File: src/rtl/cgra_data_bus_arbiter_pkg.sv
// Shared types and constants for the CGRA data bus arbiter slice.
// Sizing lives here so the interface, top and ID FIFO agree on every width.
package cgra_data_bus_arbiter_pkg;

    localparam int N_COL      = 4;
    localparam int MP         = 2;
    localparam int MAX_OUTSTD = 2;
    localparam int ADD_W      = 32;
    localparam int DATA_W     = 32;
    localparam int BE_W       = 4;
    localparam int N_COL_LOG2 = (N_COL > 1) ? $clog2(N_COL) : 1;

    typedef logic [N_COL_LOG2-1:0] col_id_t;

    typedef struct packed {
        logic [ADD_W-1:0]  add;
        logic [DATA_W-1:0] wdata;
        logic [BE_W-1:0]   be;
        logic              we;
    } obi_req_t;

    // Column index plus one, wrapping at N_COL (N_COL need not be a power of two)
    function automatic col_id_t next_col(input col_id_t c);
        return (c == col_id_t'(N_COL - 1)) ? '0 : c + col_id_t'(1);
    endfunction

endpackage

File: src/rtl/cgra_data_bus_arbiter_if.sv
// Column-side and memory-side bus bundle of the data bus arbiter.
// master is the arbiter's view; slave is the column handlers plus memory.
interface cgra_data_bus_arbiter_if;
    import cgra_data_bus_arbiter_pkg::*;

    logic [N_COL-1:0]             col_req_i;
    logic [N_COL-1:0]             col_wen_i;
    logic [N_COL-1:0][ADD_W-1:0]  col_add_i;
    logic [N_COL-1:0][DATA_W-1:0] col_wdata_i;
    logic [N_COL-1:0][BE_W-1:0]   col_be_i;
    logic [N_COL-1:0]             col_gnt_o;
    logic [N_COL-1:0]             col_rvalid_o;
    logic [N_COL-1:0][DATA_W-1:0] col_rdata_o;

    logic [MP-1:0]                mem_req_o;
    logic [MP-1:0]                mem_we_o;
    logic [MP-1:0][ADD_W-1:0]     mem_add_o;
    logic [MP-1:0][DATA_W-1:0]    mem_wdata_o;
    logic [MP-1:0][BE_W-1:0]      mem_be_o;
    logic [MP-1:0]                mem_gnt_i;
    logic [MP-1:0]                mem_rvalid_i;
    logic [MP-1:0][DATA_W-1:0]    mem_rdata_i;

    modport master (
        input  col_req_i, col_wen_i, col_add_i, col_wdata_i, col_be_i,
        output col_gnt_o, col_rvalid_o, col_rdata_o,
        output mem_req_o, mem_we_o, mem_add_o, mem_wdata_o, mem_be_o,
        input  mem_gnt_i, mem_rvalid_i, mem_rdata_i
    );

    modport slave (
        output col_req_i, col_wen_i, col_add_i, col_wdata_i, col_be_i,
        input  col_gnt_o, col_rvalid_o, col_rdata_o,
        input  mem_req_o, mem_we_o, mem_add_o, mem_wdata_o, mem_be_o,
        output mem_gnt_i, mem_rvalid_i, mem_rdata_i
    );

endinterface

File: src/rtl/cgra_arb_id_fifo.sv
// Per-port FIFO of issuing column IDs; the head is the column owed the next rvalid.
// Push and pop in the same cycle are legal even when full.
module cgra_arb_id_fifo
    import cgra_data_bus_arbiter_pkg::*;
(
    input  logic    clk_i,
    input  logic    rst_ni,
    input  logic    push_i,
    input  col_id_t id_i,
    input  logic    pop_i,
    output logic    full_o,
    output logic    empty_o,
    output col_id_t head_o
);

    localparam int PTR_W = (MAX_OUTSTD > 1) ? $clog2(MAX_OUTSTD) : 1;
    localparam int CNT_W = $clog2(MAX_OUTSTD + 1);

    typedef logic [PTR_W-1:0] ptr_t;
    typedef logic [CNT_W-1:0] cnt_t;

    col_id_t mem_reg [MAX_OUTSTD];
    ptr_t    wr_ptr_reg, wr_ptr_next;
    ptr_t    rd_ptr_reg, rd_ptr_next;
    cnt_t    cnt_reg, cnt_next;

    function automatic ptr_t ptr_inc(input ptr_t p);
        return (p == ptr_t'(MAX_OUTSTD - 1)) ? '0 : p + ptr_t'(1);
    endfunction

    always_comb begin
        wr_ptr_next = push_i ? ptr_inc(wr_ptr_reg) : wr_ptr_reg;
        rd_ptr_next = pop_i  ? ptr_inc(rd_ptr_reg) : rd_ptr_reg;
        cnt_next    = cnt_reg;
        if (push_i && !pop_i) begin
            cnt_next = cnt_reg + cnt_t'(1);
        end else if (pop_i && !push_i) begin
            cnt_next = cnt_reg - cnt_t'(1);
        end
    end

    always_ff @(posedge clk_i or negedge rst_ni) begin
        if (!rst_ni) begin
            wr_ptr_reg <= '0;
            rd_ptr_reg <= '0;
            cnt_reg    <= '0;
        end else begin
            wr_ptr_reg <= wr_ptr_next;
            rd_ptr_reg <= rd_ptr_next;
            cnt_reg    <= cnt_next;
        end
    end

    // Storage needs no reset: occupancy alone decides what is valid
    always_ff @(posedge clk_i) begin
        if (push_i) begin
            mem_reg[wr_ptr_reg] <= id_i;
        end
    end

    assign head_o  = mem_reg[rd_ptr_reg];
    assign full_o  = (cnt_reg == cnt_t'(MAX_OUTSTD));
    assign empty_o = (cnt_reg == '0);

endmodule

File: src/rtl/cgra_data_bus_arbiter.sv
// Round-robin arbiter of N_COL column OBI requests onto MP memory ports with
// per-port ID FIFOs for response routing. Optional macro: CGRA_ARB_PERF_CNT_EN.
module cgra_data_bus_arbiter
    import cgra_data_bus_arbiter_pkg::*;
(
    input  logic                   clk_i,
    input  logic                   rst_ni,
`ifdef CGRA_ARB_PERF_CNT_EN
    input  logic                   cnt_clr_i,
    output logic [N_COL-1:0][31:0] conflict_cnt_o,
`endif
    cgra_data_bus_arbiter_if.master bus
);

    logic [N_COL-1:0]             out_flag_reg, out_flag_next;
    col_id_t                      rr_ptr_reg, rr_ptr_next;
    logic [N_COL-1:0]             eligible;
    logic [N_COL-1:0]             col_gnt;
    logic [N_COL-1:0]             col_rvalid;
    logic [N_COL-1:0][DATA_W-1:0] col_rdata;
    obi_req_t                     col_req_s [N_COL];

    logic [MP-1:0]                port_valid;
    logic [MP-1:0]                port_hs;
    logic [MP-1:0]                fifo_full, fifo_empty, fifo_pop;
    col_id_t                      win_id    [MP];
    col_id_t                      fifo_head [MP];
    obi_req_t                     port_req  [MP];

    genvar gi, gj;

    // A column whose response returns this cycle may be re-granted at once
    for (gi = 0; gi < N_COL; gi++) begin : g_col
        assign col_req_s[gi] = '{add:   bus.col_add_i[gi],
                                 wdata: bus.col_wdata_i[gi],
                                 be:    bus.col_be_i[gi],
                                 we:    ~bus.col_wen_i[gi]};
        assign eligible[gi]  = bus.col_req_i[gi] & (~out_flag_reg[gi] | col_rvalid[gi]);
    end

    always_comb begin
        col_rvalid = '0;
        col_rdata  = '0;
        for (int p = 0; p < MP; p++) begin
            if (fifo_pop[p]) begin
                col_rvalid[fifo_head[p]] = 1'b1;
                col_rdata[fifo_head[p]]  = bus.mem_rdata_i[p];
            end
        end
    end

    always_comb begin
        logic [N_COL-1:0] taken;
        col_id_t          cid;
        logic             found;
        taken      = '0;
        port_valid = '0;
        for (int p = 0; p < MP; p++) begin
            win_id[p] = '0;
            cid       = rr_ptr_reg;
            found     = 1'b0;
            if (!fifo_full[p] || bus.mem_rvalid_i[p]) begin
                for (int k = 0; k < N_COL; k++) begin
                    if (!found && eligible[cid] && !taken[cid]) begin
                        found     = 1'b1;
                        win_id[p] = cid;
                    end
                    cid = next_col(cid);
                end
            end
            if (found) begin
                taken[win_id[p]] = 1'b1;
            end
            port_valid[p] = found;
        end
    end

    always_comb begin
        col_gnt = '0;
        for (int p = 0; p < MP; p++) begin
            if (port_valid[p]) begin
                col_gnt[win_id[p]] = bus.mem_gnt_i[p];
            end
        end
    end

    // Grant beats response: a column popped and re-granted stays outstanding
    always_comb begin
        out_flag_next = out_flag_reg;
        rr_ptr_next   = rr_ptr_reg;
        for (int p = 0; p < MP; p++) begin
            if (fifo_pop[p]) begin
                out_flag_next[fifo_head[p]] = 1'b0;
            end
        end
        for (int p = 0; p < MP; p++) begin
            if (port_hs[p]) begin
                out_flag_next[win_id[p]] = 1'b1;
                rr_ptr_next              = next_col(win_id[p]);
            end
        end
    end

    always_ff @(posedge clk_i or negedge rst_ni) begin
        if (!rst_ni) begin
            out_flag_reg <= '0;
            rr_ptr_reg   <= '0;
        end else begin
            out_flag_reg <= out_flag_next;
            rr_ptr_reg   <= rr_ptr_next;
        end
    end

    // Outputs are forced low while reset is asserted, without waiting for a clock
    assign bus.col_gnt_o    = rst_ni ? col_gnt    : '0;
    assign bus.col_rvalid_o = rst_ni ? col_rvalid : '0;
    assign bus.col_rdata_o  = rst_ni ? col_rdata  : '0;

    for (gi = 0; gi < MP; gi++) begin : g_port
        assign port_req[gi]        = port_valid[gi] ? col_req_s[win_id[gi]] : '0;
        assign port_hs[gi]         = port_valid[gi] & bus.mem_gnt_i[gi];
        assign fifo_pop[gi]        = bus.mem_rvalid_i[gi] & ~fifo_empty[gi];

        assign bus.mem_req_o[gi]   = rst_ni & port_valid[gi];
        assign bus.mem_we_o[gi]    = rst_ni & port_req[gi].we;
        assign bus.mem_add_o[gi]   = rst_ni ? port_req[gi].add   : '0;
        assign bus.mem_wdata_o[gi] = rst_ni ? port_req[gi].wdata : '0;
        assign bus.mem_be_o[gi]    = rst_ni ? port_req[gi].be    : '0;

        cgra_arb_id_fifo u_id_fifo (
            .clk_i   (clk_i),
            .rst_ni  (rst_ni),
            .push_i  (port_hs[gi]),
            .id_i    (win_id[gi]),
            .pop_i   (fifo_pop[gi]),
            .full_o  (fifo_full[gi]),
            .empty_o (fifo_empty[gi]),
            .head_o  (fifo_head[gi])
        );

        a_rvalid_tracked: assert property (@(posedge clk_i) disable iff (!rst_ni)
            bus.mem_rvalid_i[gi] |-> !fifo_empty[gi]);

        for (gj = gi + 1; gj < MP; gj++) begin : g_pair
            a_single_return: assert property (@(posedge clk_i) disable iff (!rst_ni)
                !(fifo_pop[gi] && fifo_pop[gj] && (fifo_head[gi] == fifo_head[gj])));
        end
    end

`ifdef CGRA_ARB_PERF_CNT_EN
    logic [31:0] cnt_reg [N_COL];

    for (gi = 0; gi < N_COL; gi++) begin : g_perf
        always_ff @(posedge clk_i or negedge rst_ni) begin
            if (!rst_ni) begin
                cnt_reg[gi] <= '0;
            end else if (cnt_clr_i) begin
                cnt_reg[gi] <= '0;
            end else if (bus.col_req_i[gi] && !col_gnt[gi] && (cnt_reg[gi] != '1)) begin
                cnt_reg[gi] <= cnt_reg[gi] + 32'd1;
            end
        end
        assign conflict_cnt_o[gi] = cnt_reg[gi];
    end
`endif

endmodule

File: src/flat_wrapper.sv
// flat-port wrapper written by rule: the top's interface ports become plain ports
module cgra_data_bus_arbiter_flat import cgra_data_bus_arbiter_pkg::*;
  (clk_i, rst_ni, bus_col_req_i, bus_col_wen_i, bus_col_add_i, bus_col_wdata_i, bus_col_be_i, bus_col_gnt_o, bus_col_rvalid_o, bus_col_rdata_o, bus_mem_req_o, bus_mem_we_o, bus_mem_add_o, bus_mem_wdata_o, bus_mem_be_o, bus_mem_gnt_i, bus_mem_rvalid_i, bus_mem_rdata_i);
  cgra_data_bus_arbiter_if bus_i ();
  input  logic clk_i;
  input  logic rst_ni;
  input wire logic [$bits(bus_i.col_req_i)-1:0] bus_col_req_i;
  input wire logic [$bits(bus_i.col_wen_i)-1:0] bus_col_wen_i;
  input wire logic [$bits(bus_i.col_add_i)-1:0] bus_col_add_i;
  input wire logic [$bits(bus_i.col_wdata_i)-1:0] bus_col_wdata_i;
  input wire logic [$bits(bus_i.col_be_i)-1:0] bus_col_be_i;
  output wire logic [$bits(bus_i.col_gnt_o)-1:0] bus_col_gnt_o;
  output wire logic [$bits(bus_i.col_rvalid_o)-1:0] bus_col_rvalid_o;
  output wire logic [$bits(bus_i.col_rdata_o)-1:0] bus_col_rdata_o;
  output wire logic [$bits(bus_i.mem_req_o)-1:0] bus_mem_req_o;
  output wire logic [$bits(bus_i.mem_we_o)-1:0] bus_mem_we_o;
  output wire logic [$bits(bus_i.mem_add_o)-1:0] bus_mem_add_o;
  output wire logic [$bits(bus_i.mem_wdata_o)-1:0] bus_mem_wdata_o;
  output wire logic [$bits(bus_i.mem_be_o)-1:0] bus_mem_be_o;
  input wire logic [$bits(bus_i.mem_gnt_i)-1:0] bus_mem_gnt_i;
  input wire logic [$bits(bus_i.mem_rvalid_i)-1:0] bus_mem_rvalid_i;
  input wire logic [$bits(bus_i.mem_rdata_i)-1:0] bus_mem_rdata_i;
  assign bus_i.col_req_i = bus_col_req_i;
  assign bus_i.col_wen_i = bus_col_wen_i;
  assign bus_i.col_add_i = bus_col_add_i;
  assign bus_i.col_wdata_i = bus_col_wdata_i;
  assign bus_i.col_be_i = bus_col_be_i;
  assign bus_col_gnt_o = bus_i.col_gnt_o;
  assign bus_col_rvalid_o = bus_i.col_rvalid_o;
  assign bus_col_rdata_o = bus_i.col_rdata_o;
  assign bus_mem_req_o = bus_i.mem_req_o;
  assign bus_mem_we_o = bus_i.mem_we_o;
  assign bus_mem_add_o = bus_i.mem_add_o;
  assign bus_mem_wdata_o = bus_i.mem_wdata_o;
  assign bus_mem_be_o = bus_i.mem_be_o;
  assign bus_i.mem_gnt_i = bus_mem_gnt_i;
  assign bus_i.mem_rvalid_i = bus_mem_rvalid_i;
  assign bus_i.mem_rdata_i = bus_mem_rdata_i;
  cgra_data_bus_arbiter u_core (.clk_i(clk_i), .rst_ni(rst_ni), .bus(bus_i));
endmodule
File: config.mk
export PLATFORM = sky130hd
export DESIGN_NAME = cgra_data_bus_arbiter_flat
export DESIGN_NICKNAME = d
export VERILOG_FILES = /design/src/rtl/cgra_data_bus_arbiter_pkg.sv /design/src/rtl/cgra_data_bus_arbiter_if.sv /design/src/rtl/cgra_arb_id_fifo.sv /design/src/rtl/cgra_data_bus_arbiter.sv /design/src/flat_wrapper.sv
export SDC_FILE = /design/constraint.sdc
export NUM_CORES = 1
export LEC_CHECK = 0
export ABC_AREA = 1
export CAP_MARGIN = 5
export CORE_AREA = 4 4 239 241
export CTS_CLUSTER_SIZE = 25
export DETAILED_ROUTE_END_ITERATION = 10
export DIE_AREA = 0 0 243 245
export HOLD_SLACK_MARGIN = 0.03
export SYNTH_ARGS = -nofsm -noshare
export SYNTH_HDL_FRONTEND = slang
export SYNTH_SLANG_ARGS = --single-unit
File: constraint.sdc
create_clock -name clk_i -period 4.46 [get_ports clk_i]
set_clock_uncertainty 0.05 [all_clocks]
set_input_delay 0.446 -clock clk_i [delete_from_list [all_inputs] [get_ports clk_i]]
set_output_delay 0.446 -clock clk_i [all_outputs]
set_load 0.01 [all_outputs]
==> metrics.txt <==
Worst Tran Pin Value=roughly 0.70 ns; register area share after synthesis=about 6.5%; Hold Path Sink=u_core.g_port[0].u_id_fifo.wr_ptr_reg; Storage cell area=roughly 600 µm²; Horiz. Die Dim=roughly 240 µm; Pins Over Slew Limit=0; layout cells sized above 1=about a fifth; DP Cell Count=between 3k and 4k; Syn Nets=between 2k and 2.5k; pin count of the biggest net entering global routing=93; failing checks=setup timing; arrival time at the worst endpoint=around 4.5 ns; CTS tree=done; Worst Hold Class=flip-flop to flip-flop; vias=around 16k; synthesized instance count=1766; Hold Buf Count CTS=0; vias in the first global route=about 14k; first-pass GRT wire length=about 99 mm; # rows=between 80 and 90; H-Tree Depth=1; worst reg-to-reg setup slack=around 0.19 ns; Initial DRC Count=approximately 1.0k; dpl ws=-1.22 ns; via/cell ratio=4.87; worst r2r src=u_core.g_port[1].u_id_fifo.rd_ptr_reg; Unique masters post-synth=35; Final Cycle Share=111%; Worst Setup Start Kind=flip-flop; f_max=just over 200 MHz; Final setup violation count=79; CP max-delay cell=dfrtp_2; Fillers=between 5k and 6k; DRT Pass-1 Iters=5; die area=slightly below 60000 µm²; CTS buffer count=3; Buffers on Ports=625; R2R depth=29; global-route total usage across every layer=~22%; yosys warns=0; worst hold margin=around 0.45 ns; initial antenna violation count=28; commonest non-fill, non-tap cell in the layout=clkdlybuf4s50_1; GR Overflow Total=0; clock insertion delay at the later pin of the skew report=between 0.2 and 0.3 ns; core box area=about 55000 µm²; clk sinks=22; Yosys reg bits=22; final net count=2852; crit path time final=approximately 5.0 ns; ANT nets after route=0; Chip Height=between 200 and 250 µm; area delta synth->final=111%; GPL Wtd Cong=between 0.9 and 1; Avg Inst Size Synth=roughly 5.2 µm²; CTS clk-pin slew, worst paths=about 0.060 ns; Hold Path Stages=1; clock tree root driver cell=clkbuf_16; Slew HR=53.1%; Worst setup EP type=primary output; DRC Markers=0; Multi-input gate area=a little under 8000 µm²; R2R Path End=u_core.g_port[1].u_id_fifo.cnt_reg[1]; status=complete, but fails checks; crit-path most repeated cell=nand2_1; drt wl/cell=22.3 µm; Final WS setup=-0.506 ns; synthesized cell area=around 9000 µm²; Post-Layout Cell Count=~3.2k; Max Cap Viol=0; CP Max Fanout=6; Crit Path Category=flip-flop to primary output; initial core utilization=about 17%; origin of the worst min-delay path=u_core.g_port[0].u_id_fifo.wr_ptr_reg; Hold Vio Cnt, Final=0; Worst path max stage delay=~0.47 ns; max reg flops=8; WP data required=roughly 4.0 ns; final WL=slightly above 70 mm; DP HPWL=around 53 mm; most frequent cells in the layout=539 x clkdlybuf4s50_1, 320 x nor2_1, 237 x nand2_1; RSZ-0062 raised after global routing=yes; I/O pin cnt=626; Max clock buf depth=2
-- synthesized netlist by cell type, drive strengths merged --
cell type,n,area (µm²)
nor3,4,20.0
dfrtp,14,350
edfxtp,8,240
buf,85,478
o21ai,146,734
nand3b,2,15.0
a21oi,151,767
nand2,275,1050
nor2,359,1400
o21bai,68,510
a31o,2,17.5
o211ai,3,22.5
a211oi,129,968
ha,11,138
inv,148,556
nand4,9,71.3
clkbuf,77,289
nand3,265,1400
clkinv,2,7.51
xor2,5,43.8
xnor2,3,26.3
-- metrics by stage --
stage	util (%)	TNS [ns]	area (µm²)
after detailed placement	31.2	-101.95	17100
after global placement	31.2	-97.93	17100
after global routing	34.9	-48.35	19200
after floorplan	-	0	9240
final	34.9	-27.56	19200
after CTS	33.7	-22.92	18500
-- cell families (layout without fill, tap and decap cells) --
family / Yosys count / after routing / share of synthesized area [%]
AOI/OAI and AO/OA: 499 / 499 / 33.2
xor gates and xnor gates: 8 / 8 / 0.770
adders and majority gates: 11 / 11 / 1.51
buffers and inverters: 312 / 1036 / 14.6
DFF: 22 / 22 / 6.49
other: 0 / 9 / 0
and+or+nand+nor: 914 / 914 / 43.4
-- worst max-delay path by stage --
stage                                          startpoint                  end  slack (ns)
floorplan                            u_core.rr_ptr_reg[1]     bus_col_gnt_o[1]       0.007
global placement                      bus_mem_rvalid_i[0]  bus_mem_wdata_o[47]       -1.18
detailed placement                    bus_mem_rvalid_i[0]  bus_mem_wdata_o[47]       -1.22
CTS                 u_core.g_port[1].u_id_fifo.rd_ptr_reg  bus_mem_wdata_o[46]       -0.38
global route        u_core.g_port[1].u_id_fifo.rd_ptr_reg  bus_mem_wdata_o[33]       -0.72
finish              u_core.g_port[1].u_id_fifo.rd_ptr_reg     bus_col_gnt_o[1]       -0.51
-- routing by layer --
metal	GRT usage [%]	vias to the layer above	wire (µm)
li1	-	7429	-
met1	24.6	7088	26200
met2	39.4	903	35600
met3	4.38	163	5760
met4	9.17	14	3800
met5	0	-	90
-- critical path: cells and delay by family, from the launching register on --
kind	cells	cell delay, ns
simple gates	18	1.76
buf+inv	7	0.93
compound gates	3	0.65
flops	1	0.47
fa+ha+maj	2	0.36
-- timing repair --
item | in CTS | in global routing
endpoints found under the setup margin | 144 | 136
pin swaps | 74 | 34
setup buffers | 49 | 31
gates cloned | 13 | 4
resized for setup | 433 | 119
-- final cells by class --
type / instances / share of cell area [%]
antenna: 9 / 0.117
tap: 704 / 4.60
sequential: 22 / 3.11
inverter: 150 / 3.09
clock buffer: 4 / 0.411
multi-input combinational: 1432 / 41.5
timing repair buffer: 882 / 47.2
Power is left out: the tool's default activity adds up to more than one toggle a clock period on the data nets, which glitch-free logic cannot reach.
